**config.mk**
```make
export PLATFORM = sky130hd
export DESIGN_NAME = sprite_compositor
export DESIGN_NICKNAME = d
export VERILOG_FILES = /design/src/rtl/sprite_compositor.sv
export SDC_FILE = /design/constraint.sdc
export NUM_CORES = 1
export LEC_CHECK = 0
export CAP_MARGIN = 20
export CORE_ASPECT_RATIO = 0.9
export CORE_MARGIN = 4
export CORE_UTILIZATION = 50
export DETAILED_ROUTE_END_ITERATION = 7
export GPL_TIMING_DRIVEN = 0
export PLACE_DENSITY = 0.77
export SYNTH_ARGS = -nofsm -noshare
export SYNTH_HDL_FRONTEND = slang
export SYNTH_SLANG_ARGS = --single-unit
```
**constraint.sdc**
```tcl
create_clock -name clk -period 4.6 [get_ports clk]
set_clock_uncertainty 0.1 [all_clocks]
set_input_delay 0.46 -clock clk [delete_from_list [all_inputs] [get_ports clk]]
set_output_delay 0.46 -clock clk [all_outputs]
set_load 0.01 [all_outputs]
```
**src/rtl/sprite_compositor.sv**
```systemverilog
`default_nettype none
// ---------------------------------------------------------------------------
// sprite_compositor : maps OLED pixels into sprite ROM space and runs punch FSM
// Rev 1.0
// ---------------------------------------------------------------------------
module sprite_compositor #(
  parameter int          WIDTH           = 96,
  parameter int          HEIGHT          = 64,
  parameter int          FRAMES_PER_STEP = 4,
  parameter logic [15:0] TRANSPARENT     = 16'h0000
) (
  input  logic        clk,
  input  logic        rst_n,
  input  logic        frame_begin,
  input  logic [12:0] pixel_index,
  output logic [15:0] pixel_data,
  input  logic [7:0]  sprite_x,
  input  logic [6:0]  sprite_y,
  input  logic        flip,
  input  logic        anim_req,
  input  logic [15:0] bg_colour,
  output logic [12:0] rom_index,
  input  logic [15:0] rom_colour,
  output logic [1:0]  frame_sel,
  output logic        busy
);

  typedef enum logic [1:0] {
    IDLE    = 2'd0,
    WINDUP  = 2'd1,
    PUNCH   = 2'd2,
    RECOVER = 2'd3
  } state_t;

  localparam int            CW   = (FRAMES_PER_STEP > 1) ? $clog2(FRAMES_PER_STEP) : 1;
  localparam logic [CW-1:0] LAST = CW'(FRAMES_PER_STEP - 1);

  state_t          r_state;
  logic [CW-1:0]   r_cnt;
  logic [7:0]      r_sh_x;
  logic [6:0]      r_sh_y;
  logic            r_sh_flip;
  logic            r_in_win_q;

  function automatic logic [1:0] sel_of(input state_t s);
    case (s)
      WINDUP:  sel_of = 2'd1;
      PUNCH:   sel_of = 2'd2;
      RECOVER: sel_of = 2'd1;
      default: sel_of = 2'd0;
    endcase
  endfunction

  // frame_sel captures the pre-update state so the new state shows next frame
  always_ff @(posedge clk or negedge rst_n) begin
    if (!rst_n) begin
      r_state   <= IDLE;
      r_cnt     <= '0;
      frame_sel <= 2'd0;
      busy      <= 1'b0;
      r_sh_x    <= '0;
      r_sh_y    <= '0;
      r_sh_flip <= 1'b0;
    end else begin
      if (frame_begin) begin
        r_sh_x    <= sprite_x;
        r_sh_y    <= sprite_y;
        r_sh_flip <= flip;
        frame_sel <= sel_of(r_state);
      end
      case (r_state)
        IDLE: begin
          if (anim_req) begin
            r_state <= WINDUP;
            r_cnt   <= '0;
            busy    <= 1'b1;
          end
        end
        default: begin
          if (frame_begin) begin
            if (r_cnt == LAST) begin
              r_cnt <= '0;
              case (r_state)
                WINDUP:  r_state <= PUNCH;
                PUNCH:   r_state <= RECOVER;
                default: begin
                  r_state <= IDLE;
                  busy    <= 1'b0;
                end
              endcase
            end else begin
              r_cnt <= r_cnt + CW'(1);
            end
          end
        end
      endcase
    end
  end

  logic [8:0]  w_x, w_y, w_rel_x, w_rel_y, w_src_x;
  logic        w_in_win;
  logic [12:0] w_rom_index;

  // 9-bit two's complement differences; bit 8 set means left of / above the sprite
  assign w_x      = 9'(pixel_index % 13'(WIDTH));
  assign w_y      = 9'(pixel_index / 13'(WIDTH));
  assign w_rel_x  = w_x - {r_sh_x[7], r_sh_x};
  assign w_rel_y  = w_y - {{2{r_sh_y[6]}}, r_sh_y};
  assign w_in_win = (pixel_index < 13'(WIDTH * HEIGHT))
                  && !w_rel_x[8] && (w_rel_x < 9'(WIDTH))
                  && !w_rel_y[8] && (w_rel_y < 9'(HEIGHT));
  assign w_src_x  = r_sh_flip ? (9'(WIDTH - 1) - w_rel_x) : w_rel_x;
  assign w_rom_index = ({4'b0, w_rel_y} * 13'(WIDTH)) + {4'b0, w_src_x};

  always_ff @(posedge clk or negedge rst_n) begin
    if (!rst_n) begin
      rom_index  <= '0;
      r_in_win_q <= 1'b0;
      pixel_data <= '0;
    end else begin
      rom_index  <= w_in_win ? w_rom_index : 13'd0;
      r_in_win_q <= w_in_win;
      pixel_data <= (!r_in_win_q || rom_colour == TRANSPARENT) ? bg_colour : rom_colour;
    end
  end

endmodule
`default_nettype wire

```
==> results.toml, run 1 <==
[synthesis]
post_synth_mux_area_share = 0.07419
synth_area_in_adders = 0.1197
synthesis.instances = 454
synth_edf_count = 0
dominant_combinational_cell_family_by_area_after_synthesis = "compound AO/OA/AOI/OAI gates"
syn_area_um2 = 4014
synth.net_count = 555
synthDominantCellAreaShare = 0.3304
synth_top_area_cell = "sky130_fd_sc_hd__dfrtp_1"
synth_simple_gate_area_share = 0.1658
sequential_element_share_of_the_synthesized_area = 0.3304
synth_ff_type = "sky130_fd_sc_hd__dfrtp_1"
number_of_warnings_printed_during_yosys_synthesis = 0
async_reset_ff_frac = 1.000
avg_cell_area_syn_um2 = 8.841
synth_area_leaders = "sky130_fd_sc_hd__dfrtp_1 33%, sky130_fd_sc_hd__ha_1 10%, sky130_fd_sc_hd__mux2_2 6.2%, sky130_fd_sc_hd__o21ai_0 4.5%, sky130_fd_sc_hd__xnor2_1 4.4%"
yosys.area_share.xor_xnor = 0.06764
count_of_cell_types_in_the_netlist = 60
synth-compound-area-share = 0.1749
ys_ff_latch = 53

[routing]
drc_viols = 0
initial_drt_markers = 139
dr_total_vias = 3763
drt-vias-per-instance = 5.510
drt_wl_total_um = 11020
drt-wirelength-per-cell_um = 16.14
antenna_violating_nets_post_route = 0
dr.pass1.iters = 4

[clocking]
clock_tree.buffer_depth = 2
numCtsBuffers = 5
worst_skew_pair.late_latency_ns = 0.30
cts_htree_levels = 2
cts.reportedPaths.clkPinSlew_ns = 0.10
tritoncts = "done"
clock-root-buffer = "sky130_fd_sc_hd__clkbuf_8"
clock-sinks = 53

[cells_and_area]
multi_input_area_um2 = 2631
final_nets = 687
nFillCells = 575
area.growth.synth_to_final_pct = 41.93
antenna-diode-count = 0
finalNonFillerCells = 683
layout_cell_share_with_drive_strength_beyond_1 = 0.2095
register_area_um2 = 1326

[worst_setup_path]
critical_path.endpoint_type = "flop"
timing.setup.critical_path_class = "in2reg"
crit_required_ns = 4.70
critical_path.slowest_cell = "sky130_fd_sc_hd__fa_2"
cp_num_buf_inv = 7
crit_top_cell = "sky130_fd_sc_hd__buf_4"
critical_path_startpoint_category = "input pin"
critPathMaxStageDelay_ns = 0.39
cp_data_arrival_time_ns = 4.84
path_delay_family = "compound AO/OA/AOI/OAI gates"
critPathMaxFanout = 10

[die]
dieArea_um2 = 9527
design.core.area_um2 = 7695
die_h_um = 93
boundaryPins = 97
fp.dieW_um = 102.4
start_util = 0.5216
fp-row-count = 30

[sta]
totalNegativeSetupSlack_ns = -0.4043
upper_clock_frequency_limit_mhz = 211.3
tightestPinTransition_ns = 0.7375
rsz0062_at_grt = "true"
final_hold_violation_count = 0
slew_violations = 0
worst_slew_margin_rel = 0.5019
fin_crit_sh = 1.029
fin_crit_ns = 4.733
post-route-worst-setup-slack_ns = -0.1332
setup_viol_count_final = 4

[placed_design]
place.gp.congestion = 0.8758
numPortBuffers = 93
place.detailed.instances = 644
detailedPlacementHpwl_um = 8034

[status]
status = "finished, violations left"
violations = "negative setup slack"

[power]
leakagePower_nw = 2.508
vdd.ir_drop.worst_v = 0.0002196
cellPowerDensity_nw_per_um2 = 401.9

[global_routing]
grt_use_total = 0.2205
antenna_violations_before_repair = 0
grt_pass1_vias = 3635
grt_first_pass_wirelength_um = 17110
grt_max_degree = 37
global_route.overflow_total = 0

[hold_path]
hold_path_class = "reg2reg"

[run]
max_cap_viol_count = 0
-- sequential cells by signal (all words and copies together) (netlist names) --
name        count
frame_sel       2
r_state         2
r_sh_y          7
busy            1
rom_index      13
r_in_win_q      1
r_sh_x          8
pixel_data     16
r_cnt           2
r_sh_flip       1
-- placed cells by master (no fill, tap or decap), types with 10 or more instances in the layout --
master / netlist / layout
sky130_fd_sc_hd__nand2_1: 37 / 34
sky130_fd_sc_hd__mux2_2: 22 / 22
sky130_fd_sc_hd__buf_4: 2 / 30
sky130_fd_sc_hd__xnor2_1: 20 / 19
sky130_fd_sc_hd__a21oi_1: 27 / 23
sky130_fd_sc_hd__o21ai_0: 36 / 33
sky130_fd_sc_hd__ha_1: 32 / 30
sky130_fd_sc_hd__inv_1: 38 / 35
sky130_fd_sc_hd__nor2_1: 41 / 40
sky130_fd_sc_hd__xor2_1: 11 / 10
sky130_fd_sc_hd__dfrtp_1: 53 / 53
sky130_fd_sc_hd__clkbuf_1: 11 / 11
sky130_fd_sc_hd__clkdlybuf4s50_1: 0 / 85
-- through the flow --
step	setup slack (ns)	total power [mW]	instance area [um^2]	hold slack, ns	utilization
floorplan	-0.006161	1.510	4110	0.06441	-
global placement	-1.084	1.768	5161	0.3914	0.6707
detailed placement	-1.214	1.818	5176	0.3258	0.6727
CTS	0.003726	2.198	5530	0.4313	0.7187
global route	-0.2925	2.492	5697	0.4531	0.7403
finish	-0.1332	2.289	5697	0.4259	0.7403
-- synthesized netlist by cell type, types with 3 or more instances --
cell type / count
sky130_fd_sc_hd__nor2b_1: 6
sky130_fd_sc_hd__or3_1: 3
sky130_fd_sc_hd__o21ai_0: 36
sky130_fd_sc_hd__fa_1: 4
sky130_fd_sc_hd__a211oi_1: 3
sky130_fd_sc_hd__ha_1: 32
sky130_fd_sc_hd__o21a_1: 6
sky130_fd_sc_hd__o211ai_1: 6
sky130_fd_sc_hd__xnor2_1: 20
sky130_fd_sc_hd__o22ai_1: 3
sky130_fd_sc_hd__buf_6: 3
sky130_fd_sc_hd__a21o_1: 4
sky130_fd_sc_hd__inv_1: 38
sky130_fd_sc_hd__mux2i_1: 5
sky130_fd_sc_hd__nor2_1: 41
sky130_fd_sc_hd__buf_2: 6
sky130_fd_sc_hd__nor3_1: 7
sky130_fd_sc_hd__nand2_1: 37
sky130_fd_sc_hd__and2_1: 3
sky130_fd_sc_hd__dfrtp_1: 53
sky130_fd_sc_hd__clkbuf_1: 11
sky130_fd_sc_hd__mux2_2: 22
sky130_fd_sc_hd__nor4_1: 6
sky130_fd_sc_hd__xor2_1: 11
sky130_fd_sc_hd__nand3b_1: 7
sky130_fd_sc_hd__a21oi_1: 27
sky130_fd_sc_hd__a31oi_1: 3
sky130_fd_sc_hd__nand4_1: 3
sky130_fd_sc_hd__nand2b_1: 7
-- power by group --
group          switching (mW)  internal (mW)
Combinational           0.728          0.740
Sequential             0.0349          0.524
Clock                   0.154          0.109
Total                   0.916           1.37
-- cell families after synthesis --
family                   count (synthesis)
flip-flops                              53
AO/OA/AOI/OAI                          111
AND/OR/NAND/NOR                        134
XOR/XNOR                                31
multiplexers                            27
other                                    1
adder cells (fa/ha/maj)                 36
buffers and inverters                   61
-- routing by layer --
| metal | part of all wire | GRT usage | routed length (um) | vias to the layer above |
|---|---|---|---|---|
| met1 | 0.42 | 0.2889 | 4626 | 1760 |
| li1 | - | - | - | 1846 |
| met2 | 0.50 | 0.3925 | 5476 | 144 |
| met4 | 0.013 | 0.03825 | 142 | 0 |
| met3 | 0.071 | 0.02685 | 778 | 13 |
| met5 | 0 | 0 | 0 | - |
-- layout make-up --
cell class	count	area share
clock inverters	2	0.002416
clock buffers	6	0.01274
well taps	96	0.02108
repair buffers	126	0.2144
plain buffers	22	0.02921
inverters	38	0.02548
flip-flops and latches	53	0.2328
multi-input cells	340	0.4619
-- path summary, 6_finish.rpt --
kind / slack (ns) / end / cells past startpoint / from
max reg2reg: 0.92 / rom_index[11] / 18 / r_sh_x[0]
min: 0.43 / r_sh_x[0] / 1 / r_sh_x[0]
min reg2reg: 0.43 / r_sh_x[0] / 1 / r_sh_x[0]
max in group asynchronous: 3.34 / r_sh_y[1] / 3 / rst_n
min in group asynchronous: 0.52 / rom_index[12] / 2 / rst_n
max: -0.13 / rom_index[11] / 26 / pixel_index[12]
-- repair_timing --
item / 4_1_cts / 5_1_grt
setup buffers: 18 / 11
endpoints found under the setup margin: 14 / 5
hold buffers: 1 / 0
cloned: 2 / 0
pin swaps: 20 / 23
resized for setup: 67 / 20
endpoints found under the hold margin: 17 / 0
-- worst reg2reg max path: stages (launching register included) --
cell	delay [ns]
sky130_fd_sc_hd__dfrtp_1	0.36
sky130_fd_sc_hd__ha_1	0.17
sky130_fd_sc_hd__inv_1	0.06
sky130_fd_sc_hd__fa_1	0.39
sky130_fd_sc_hd__a21oi_1	0.19
sky130_fd_sc_hd__o21ai_0	0.14
sky130_fd_sc_hd__a21oi_2	0.24
sky130_fd_sc_hd__xor2_2	0.18
sky130_fd_sc_hd__inv_1	0.06
sky130_fd_sc_hd__ha_1	0.28
sky130_fd_sc_hd__mux2i_2	0.08
sky130_fd_sc_hd__buf_4	0.16
sky130_fd_sc_hd__buf_4	0.13
sky130_fd_sc_hd__fa_2	0.39
sky130_fd_sc_hd__a21o_1	0.20
sky130_fd_sc_hd__a21oi_2	0.18
sky130_fd_sc_hd__nor2_1	0.09
sky130_fd_sc_hd__xnor2_1	0.14
sky130_fd_sc_hd__nor2_1	0.05
(Power assumes the default switching activity.)
==> run 2: changes to the inputs <==
--- a/config.mk
+++ b/config.mk
@@ -6,7 +6,6 @@
 export NUM_CORES = 1
 export LEC_CHECK = 0
 export CAP_MARGIN = 20
-export CORE_ASPECT_RATIO = 0.9
 export CORE_MARGIN = 4
 export CORE_UTILIZATION = 50
 export DETAILED_ROUTE_END_ITERATION = 7
==> run 2 against run 1 <==
The run still ends with negative setup slack left. Critical path depth down 2. Maximum frequency up 0.28%. Count of clock-buffer cells in the layout did not move. Cell count rose by 0.73%. Critical path type unchanged. First-iteration DRC count is 11% higher. Non-clock buffer count down 1. Via count increased by 1.3%. Global-route usage is 0.45 points lower. Flip-flop and latch count stayed put. Largest power group unchanged.
==> results.toml, run 2 (same netlist as run 1, synthesis figures left out) <==
[die]
fp.dieW_um = 97.60
boundaryPins = 97
start_util = 0.5168
fp-row-count = 32
die_h_um = 97.60
dieArea_um2 = 9525
design.core.area_um2 = 7767

[routing]
initial_drt_markers = 154
drt-vias-per-instance = 5.539
dr.pass1.iters = 4
drc_viols = 0
dr_total_vias = 3811
antenna_violating_nets_post_route = 0
drt_wl_total_um = 10820
drt-wirelength-per-cell_um = 15.73

[sta]
fin_crit_sh = 1.026
fin_crit_ns = 4.720
worst_slew_margin_rel = 0.5116
upper_clock_frequency_limit_mhz = 211.9
totalNegativeSetupSlack_ns = -0.2103
slew_violations = 0
rsz0062_at_grt = "true"
setup_viol_count_final = 4
tightestPinTransition_ns = 0.7326
post-route-worst-setup-slack_ns = -0.1200
final_hold_violation_count = 0

[worst_setup_path]
critical_path.endpoint_type = "flop"
critPathMaxFanout = 7
cp_data_arrival_time_ns = 4.82
timing.setup.critical_path_class = "in2reg"
critical_path_startpoint_category = "input pin"
crit_required_ns = 4.70

[power]
leakagePower_nw = 2.497
power.share.switching = 0.3926
p_int_mw = 1.388
net_switching_power_mw = 0.8971
cellPowerDensity_nw_per_um2 = 399.6
power_frac_clock = 0.124
share_comb_of_total_power = 0.632
vdd.ir_drop.worst_v = 0.0002175
seq_power_share = 0.244

[cells_and_area]
layout_top_registers = "pixel_data x16, rom_index x13, r_sh_x x8"
final_nets = 686
largest_register_ffs = 16
layout_commonest_cell = "sky130_fd_sc_hd__clkdlybuf4s50_1"
layout_cell_share_with_drive_strength_beyond_1 = 0.2150
antenna-diode-count = 0
most-common-layout-cells = "85 x sky130_fd_sc_hd__clkdlybuf4s50_1, 53 x sky130_fd_sc_hd__dfrtp_1, 39 x sky130_fd_sc_hd__nor2_1"
final_core_utilization = 0.7361
area.growth.synth_to_final_pct = 42.46
design_area_um2 = 5718
largest_register = "pixel_data"

[status]
violations = "negative setup slack"
status = "finished, violations left"

[clocking]
clock-sinks = 53
numCtsBuffers = 5
cts_htree_levels = 2
clock_tree.buffer_depth = 2
cts.reportedPaths.clkPinSlew_ns = 0.10
clock-root-buffer = "sky130_fd_sc_hd__clkbuf_8"
tritoncts = "done"
worst_skew_pair.late_latency_ns = 0.31

[global_routing]
grt_pass1_vias = 3656
grt_use_total = 0.2159
grt_first_pass_wirelength_um = 17270
grt_max_degree = 31
global_route.overflow_total = 0
antenna_violations_before_repair = 0

[hold_path]
hold_path_class = "in2async"

[placed_design]
detailed_place.area_um2 = 5191
numPortBuffers = 93
place.gp.congestion = 0.8938
detailedPlacementHpwl_um = 7974
pre_cts_slack_ns = -1.191

[run]
max_cap_viol_count = 0
[run 2: cell count changes in the layout (fill, tap and decap cells not counted), sizes merged]
| cell | change |
|---|---|
| clkinvlp | +1 |
| clkinv | -1 |
| dlygate4sd3 | -1 |
[run 2: routing by layer]
| metal | GRT usage | up-vias | part of all wire |
|---|---|---|---|
| met5 | 0 | - | 0 |
| met4 | 0.05857 | 0 | 0.012 |
| met3 | 0.02728 | 12 | 0.048 |
| met2 | 0.3917 | 116 | 0.51 |
| met1 | 0.2688 | 1837 | 0.43 |
| li1 | - | 1846 | - |
[run 2: what timing repair did]
item	CTS	global route
setup endpoints to repair	14	11
hold buffers	0	0
cloned	1	0
resized for setup	66	19
setup buffers	22	7
pin swaps	23	16
[run 2: cell type report]
type	instances	area [um^2]
clock buffers	6	82.58
clock inverters	2	16.27
repair buffers	124	1201
plain buffers	23	167.7
inverters	38	142.6
fillers	577	2049
well taps	102	127.6
flip-flops and latches	53	1326
multi-input cells	340	2654
[run 2: worst max-delay path, stage by stage]
cell                      delay, ns
sky130_fd_sc_hd__buf_6         0.12
sky130_fd_sc_hd__or2_2         0.33
sky130_fd_sc_hd__a21oi_1       0.18
sky130_fd_sc_hd__o21ai_0       0.13
sky130_fd_sc_hd__nand4_1       0.13
sky130_fd_sc_hd__and3_4        0.19
sky130_fd_sc_hd__buf_6         0.11
sky130_fd_sc_hd__inv_2         0.07
sky130_fd_sc_hd__a21bo_1       0.20
sky130_fd_sc_hd__a221o_1       0.33
sky130_fd_sc_hd__ha_1          0.30
sky130_fd_sc_hd__inv_2         0.06
sky130_fd_sc_hd__or4b_4        0.50
sky130_fd_sc_hd__nand4_1       0.17
sky130_fd_sc_hd__ha_4          0.24
sky130_fd_sc_hd__mux2i_4       0.18
sky130_fd_sc_hd__ha_1          0.26
sky130_fd_sc_hd__a21o_1        0.16
sky130_fd_sc_hd__a21oi_2       0.15
sky130_fd_sc_hd__nor2b_2       0.06
sky130_fd_sc_hd__o21a_1        0.21
sky130_fd_sc_hd__nand3_1       0.10
sky130_fd_sc_hd__xnor2_1       0.12
sky130_fd_sc_hd__nor2_1        0.06
[run 2: stage by stage]
stage	power, mW	hold slack, ns	cells
detailed placement	1.806	0.4006	650
global placement	1.765	0.3921	649
CTS	2.161	0.1262	681
finish	2.285	0.1039	688
floorplan	1.510	0.06441	454
global route	2.484	0.1573	688
[run 2: power by group through the flow]
| stage | Sequential (mW) | Combinational (mW) | Clock [mW] |
|---|---|---|---|
| 6_report | 0.557 | 1.44 | 0.283 |
| 5_1_grt | 0.564 | 1.61 | 0.306 |
| 4_1_cts | 0.557 | 1.31 | 0.290 |
| 3_5_place_dp | 0.567 | 1.24 | 0 |
| 3_3_place_gp | 0.563 | 1.20 | 0 |
| 2_1_floorplan | 0.576 | 0.934 | 0 |
[run 2: final timing paths]
| check | startpoint | to | slack, ns | cells after the start |
|---|---|---|---|---|
| worst max-delay path | pixel_index[10] | rom_index[12] | -0.12 | 24 |
| worst min-delay path | rst_n | pixel_data[0] | 0.10 | 1 |
| worst max register to register | r_sh_x[1] | rom_index[12] | 0.93 | 17 |
| worst min register to register | frame_sel[1] | frame_sel[1] | 0.42 | 1 |
| max in group asynchronous | rst_n | rom_index[5] | 3.73 | 2 |
| min in group clk | frame_sel[1] | frame_sel[1] | 0.42 | 1 |
